[config.mk]
export PLATFORM = sky130hd
export DESIGN_NAME = prog_timer
export DESIGN_NICKNAME = d
export VERILOG_FILES = /design/src/rtl/prog_timer.sv
export SDC_FILE = /design/constraint.sdc
export NUM_CORES = 1
export LEC_CHECK = 0
export CORE_AREA = 8 8 67 69
export CTS_BUF_LIST = sky130_fd_sc_hd__clkbuf_16
export CTS_CLUSTER_SIZE = 40
export DETAILED_ROUTE_END_ITERATION = 8
export DIE_AREA = 0 0 75 77
export DONT_BUFFER_PORTS = 1
export GPL_TIMING_DRIVEN = 0
export PLACE_DENSITY = 0.75
export SYNTH_ARGS = -nofsm -noshare
export SYNTH_HDL_FRONTEND = slang
export SYNTH_SLANG_ARGS = --single-unit
export TNS_END_PERCENT = 20
[constraint.sdc]
create_clock -name clk_2K -period 3.13 [get_ports clk_2K]
set_input_delay 0.626 -clock clk_2K [delete_from_list [all_inputs] [get_ports clk_2K]]
set_output_delay 0.626 -clock clk_2K [all_outputs]
set_load 0.03 [all_outputs]
[src/rtl/prog_timer.sv]
// rtl/prog_timer.sv - programmable one-shot/periodic timer with terminal-count tick and sticky done.
// Optional o_Half output enabled by defining PROG_TIMER_HALF_EN.
module prog_timer #(
  parameter int          WIDTH    = 12,
  parameter int unsigned TERM_RST = 2**WIDTH - 1
) (
  input  logic             clk_2K,
  input  logic             i_Reset,
  input  logic             i_Clear,
  input  logic             i_Enable,
  input  logic             i_Mode,
  input  logic             i_Load,
  input  logic [WIDTH-1:0] i_LoadValue,
  output logic [WIDTH-1:0] o_Count,
  output logic             o_Tick,
  output logic             o_Done,
  output logic             o_Running
`ifdef PROG_TIMER_HALF_EN
  ,
  output logic             o_Half
`endif
);

  typedef enum logic [1:0] {
    S_IDLE = 2'd0,
    S_RUN  = 2'd1,
    S_DONE = 2'd2
  } state_t;

  localparam logic [WIDTH-1:0] TERM_INIT = TERM_RST[WIDTH-1:0];
  localparam logic [WIDTH-1:0] ONE       = {{(WIDTH-1){1'b0}}, 1'b1};

  state_t           state_q;
  logic [WIDTH-1:0] count_q;
  logic [WIDTH-1:0] term_q;
  logic             tick_q;
  logic             done_q;
  logic             mode_q;

  logic [WIDTH-1:0] load_term_d;
  logic             at_term_d;

  // A zero terminal count would never be reached, so it is stored as 1.
  assign load_term_d = (i_LoadValue == '0) ? ONE : i_LoadValue;
  assign at_term_d   = (count_q == (term_q - ONE));

  always_ff @(posedge clk_2K or negedge i_Reset) begin
    if (!i_Reset) begin
      state_q <= S_IDLE;
      count_q <= '0;
      term_q  <= TERM_INIT;
      tick_q  <= 1'b0;
      done_q  <= 1'b0;
      mode_q  <= 1'b0;
    end else begin
      tick_q <= 1'b0;
      if (i_Clear) begin
        // Clear forces IDLE, so a simultaneous load is always accepted.
        state_q <= S_IDLE;
        count_q <= '0;
        done_q  <= 1'b0;
        if (i_Load) term_q <= load_term_d;
      end else begin
        case (state_q)
          S_IDLE: begin
            if (i_Load) term_q <= load_term_d;
            if (i_Enable) begin
              mode_q <= i_Mode;
              if (term_q == ONE) begin
                tick_q <= 1'b1;
                done_q <= 1'b1;
                if (i_Mode) begin
                  count_q <= '0;
                  state_q <= S_RUN;
                end else begin
                  count_q <= ONE;
                  state_q <= S_DONE;
                end
              end else begin
                count_q <= ONE;
                state_q <= S_RUN;
              end
            end
          end
          S_RUN: begin
            if (i_Enable) begin
              if (at_term_d) begin
                tick_q <= 1'b1;
                done_q <= 1'b1;
                if (mode_q) begin
                  count_q <= '0;
                end else begin
                  count_q <= term_q;
                  state_q <= S_DONE;
                end
              end else begin
                count_q <= count_q + ONE;
              end
            end
          end
          S_DONE: begin
            if (i_Load) term_q <= load_term_d;
          end
          default: state_q <= S_IDLE;
        endcase
      end
    end
  end

  assign o_Count   = count_q;
  assign o_Tick    = tick_q;
  assign o_Done    = done_q;
  assign o_Running = (state_q == S_RUN);

`ifdef PROG_TIMER_HALF_EN
  assign o_Half = (state_q != S_IDLE) && (count_q >= (term_q >> 1));
`endif

endmodule

# Word level (Yosys, flattened, before mapping)
# Index checks and enable logic that the tools add are counted.
# classes
add_sub_neg	2
eq_ne	10
mux	32
n_bitwise	1
n_reduce_logical	9
# ops
op	n
$mux W12	10
$pmux W12 S2	1
$mux W2	7
$add A12 B1 Y12 const B	1
$eq A12 B1 Y1 const B	1
$eq A12 B12 Y1	1
$logic_not A12 Y1	1
$ne A3 B3 Y1 const B	4
$sub A12 B1 Y12 const B	1
$mux W1	11
$reduce_and A5 Y1	2
$pmux W2 S3	1
$reduce_and A3 Y1	2
$pmux W1 S2	2
$ne A3 B2 Y1 const B	1
$reduce_bool A3 Y1	1
$eq A2 B1 Y1 const B	1
$eq A2 B2 Y1 const B	1
$logic_not A2 Y1	1
$ne A2 B2 Y1 const B	1
$reduce_bool A2 Y1	1
$reduce_or A2 Y1	1
$not A1 Y1	1
# totals
register_bits	29
input_bits	18
out_inout_bits	15
elab_cells	60

# Longest topological paths before layout
# logic_depth
word_depth	6
ltp_mapped	10
mapped_depth_nobuf	9

# Worst setup path after synthesis
# No wires, ideal clock.
# synth_timing
path_type	register to register
startpoint	register term_q[2]
endpoint	register count_q[8], in the netlist o_Count[8]
setup_ns	0.126
arrival_ns	2.534
t_required_ns	3.004
setup_slack_ns	0.470
path_stages_with_launch	11
path_buffers	3
period_less_slack_ns	2.660
path_cell_list	dfstp_2 > buf_6 > or4_1 > buf_2 > or4_4 > a21oi_2 > a21oi_2 > nor4_4 > buf_4 > nor4_1 > a221o_1
# synth_via
elab_chain_cells	6
# synth_lines
item	line	rtl
start, declared	35	logic [WIDTH-1:0] term_q;
start signal, assigned	62	if (i_Load) term_q <= load_term_d;
start signal, assigned	66	if (i_Load) term_q <= load_term_d;
start signal, assigned	102	if (i_Load) term_q <= load_term_d;
$sub A12 B1 Y12	45	assign at_term_d = (count_q == (term_q - ONE));
$eq A12 B12 Y1	45	
$mux W12	87	if (at_term_d) begin
$mux W12	86	if (i_Enable) begin
$pmux W12 S2	64	case (state_q)
$mux W12	57	if (i_Clear) begin
end signal, assigned	93	count_q <= term_q;
end signal, assigned	97	count_q <= count_q + ONE;
end, declared	34	logic [WIDTH-1:0] count_q;
# No other way between the ends. The select of a mux whose other input is x is not followed.
# A chain may end at the register's enable or synchronous reset.

# Final worst setup path
# layout_timing
startpoint	register term_q[3]
endpoint	register count_q[3], in the netlist o_Count[3]
# layout_via
elab_chain_cells	6
elab_cells_between_ends	7
classes_between	add/sub (1); eq/ne (1); mux (5)
# layout_lines
item	line
$sub A12 B1 Y12	45
$eq A12 B12 Y1	45
$mux W12 (*)	87
$mux W12 (*)	86
$pmux W12 S2 (*)	64
$mux W12 (*)	57
# Mark *: on every way between the ends. The rest lies on a longest branch, timed or not. The select of a mux whose other input is x is not followed.

==> results.json <==
{
  "synth_top_area_share": 0.2110,
  "yosys.area.top_type": "dfrtp_1",
  "r2r_cells": 9,
  "syn_area_mm2": 0.002016,
  "setup_viol": 0,
  "clkTransAtPathRegs_ns": 0.05,
  "portBuffers": 0,
  "outcome": "finished, final reports clean",
  "setup_ws_ns": 0.1140,
  "fillCellCount": 300,
  "synth_ff_type": "dfrtp_1",
  "grt_start_max_net_pins": 30,
  "slew_violations": 0,
  "arrival_ns": 3.17,
  "power_leakage_nw": 0.8277,
  "startpoint": "term_q[3]$_DFFE_PN1P_",
  "crit_path_end_kind": "flop",
  "final-hold-violation-count": 0,
  "cp.required_ns": 3.29,
  "reg2reg_from": "term_q[3]$_DFFE_PN1P_",
  "ant_nets": 0,
  "avgViaCountPerCell": 6.553,
  "synthArstFlopShare": 1.000,
  "synth_enable_flop_cells": 0,
  "synthToLayoutAreaGrowth_pct": 10.06,
  "min_period_ns": 3.016,
  "io_pins": 33,
  "critical_path_class": "reg -> reg",
  "syn-mean-instance-area_um2": 9.289,
  "syn_nets": 238,
  "drt_iter0_drc": 177,
  "synth_seq_area_share": 0.3675,
  "fmax_mhz": 331.6,
  "clockBufferDepth": 2,
  "min_path_type": "in -> async",
  "worstReg2RegEnd": "o_Count[3]$_DFFE_PN0P_",
  "grt_pass1_vias": 1778,
  "multiInputGateArea_mm2": 0.001200,
  "num_antenna_cells": 0,
  "netlist_top_cells_count": "dfrtp_1 (17), nand2_1 (17), nor2_1 (17)",
  "crit_path_start_kind": "flop",
  "synth.distinct_cells": 48,
  "die_w_um": 75,
  "htreeDepth": 2,
  "cts_tree": "yes",
  "synth_cells": 217,
  "slew_headroom": 0.2220,
  "setup_tns_ns": 0,
  "max-cap-violations": 0,
  "regToRegSetupSlack_ns": 0.11,
  "critPathCapture": "o_Count[3]$_DFFE_PN0P_",
  "finalCritPeriodShare": 0.9636,
  "drc_errors": 0,
  "start_util": 0.5766,
  "dieHeight_um": 77,
  "post-cts-setup-buffers": 0,
  "rsz0062_at_grt": "no",
  "nets": 245,
  "placementRows": 22,
  "gp_congestion": 0.8879,
  "cts_made_buffers": 5,
  "yosysWarnings": 0,
  "tightest_slew_ns": 1.151,
  "yosys-top-cells-area": "dfrtp_1 (21%), dfstp_2 (16%), mux2_2 (7.3%), xnor2_1 (5.6%), a221o_1 (3.5%)",
  "drt-total-wl_mm": 5.122,
  "skew_ns": 0.006934,
  "critPathMaxFanout": 9,
  "p_total_mw": 1.067,
  "root_buffer": "clkbuf_16",
  "p_per_area_mw_per_mm2": 481.1,
  "dieArea_mm2": 0.005775,
  "wl_per_cell_um": 18.76,
  "drive_above_1_share": 0.1911,
  "clkLatencyLatePin_ns": 0.27,
  "cts_sinks": 29,
  "final-seq-area_um2": 740.7,
  "antenna_found_initial": 0,
  "ir_worst_vdd_mv": 0.3607,
  "cts_hold_buf": 0,
  "pre_cts_ws_ns": 0.2122,
  "dp_hpwl_mm": 3.851,
  "grt_overflow": 0,
  "dr.pass1.iters": 4,
  "grtUsageTotal": 0.1927,
  "ys_ff_latch": 29,
  "vias": 1789,
  "grt_pass1_wl_mm": 8.763,
  "coreArea_mm2": 0.003496
}
-- how the worst min path moves through the flow --
stage / start / endpoint / cells after the start
2_1_floorplan: i_Reset / mode_q$_DFFE_PN0P_ / 0
3_3_place_gp: i_Reset / o_Count[3]$_DFFE_PN0P_ / 0
3_5_place_dp: i_Reset / o_Count[5]$_DFFE_PN0P_ / 0
4_1_cts: i_Reset / o_Count[2]$_DFFE_PN0P_ / 0
5_1_grt: i_Reset / o_Count[4]$_DFFE_PN0P_ / 0
6_report: i_Reset / o_Count[2]$_DFFE_PN0P_ / 0
-- area by class of cell --
cell class | count | area share
multi-input combinational | 172 | 0.5409
inverter | 3 | 0.005076
sequential | 29 | 0.3339
buffer | 13 | 0.03158
clock inverter | 3 | 0.005076
tap | 48 | 0.02707
clock buffer | 5 | 0.05640
-- metal layers --
metal | GRT usage | up-vias | wire length (um) | share of wire
li1 | - | 833 | - | -
met1 | 0.2295 | 870 | 2064 | 0.40
met2 | 0.2924 | 71 | 2478 | 0.48
met3 | 0.06762 | 15 | 420 | 0.082
met4 | 0.1000 | 0 | 159 | 0.031
met5 | 0 | - | 0 | 0
-- worst max-delay path: stages (launching register included) --
cell and delay [ns]:
dfstp_2 0.35, clkbuf_1 0.24, or4_1 0.44, buf_2 0.17
or4_4 0.51, a21oi_2 0.16, a21oi_2 0.07, nor4_2 0.56
nor3_1 0.11, a221o_1 0.28
-- through the flow --
step                      std cells    util  area, um^2  hold WS [ns]
after global placement          265  0.5938        2076        0.3313
after CTS                       273  0.6328        2212       0.03768
after detailed placement        265  0.5938        2076        0.3313
after floorplan                 217       -        2016        0.3304
final                           273  0.6346        2218       0.04286
after global routing            273  0.6346        2218       0.03442
-- placed cells by master (no fill, tap or decap), types with 8 or more instances in the layout --
cell,count
nor2_1,17
nand2_1,17
dfrtp_1,17
mux2_2,13
xnor2_1,13
nand3_1,13
dfstp_2,12
nor3_1,11
clkbuf_1,8
-- state kept, by name, summed over array words and instances, names as in the netlist --
| register | cells |
|---|---|
| o_Count | 12 |
| term_q | 12 |
| state_q | 2 |
| mode_q | 1 |
| o_Done | 1 |
| o_Tick | 1 |
-- what timing repair did --
action / in CTS / in global routing
endpoints found under the hold margin: 0 / 0
setup endpoints to repair: 0 / 8
resized for setup: 0 / 1
-- kinds of logic (layout without fill, tap and decap cells) --
| group | count (synthesis) | after routing | synth area share |
|---|---|---|---|
| simple gates | 100 | 100 | 0.2818 |
| flops | 29 | 29 | 0.3675 |
| mux | 13 | 13 | 0.07263 |
| compound gates | 39 | 39 | 0.1453 |
| fa+ha+maj | 3 | 3 | 0.01862 |
| buf+inv | 16 | 24 | 0.04035 |
| xor+xnor | 17 | 17 | 0.07387 |
-- where the power goes --
part	leakage (nW)	internal [mW]	switching (mW)
logic	0.395	0.0787	0.102
clock network	0.0738	0.284	0.150
registers	0.359	0.417	0.0358
total	0.828	0.780	0.288
(Power assumes the default switching activity.)
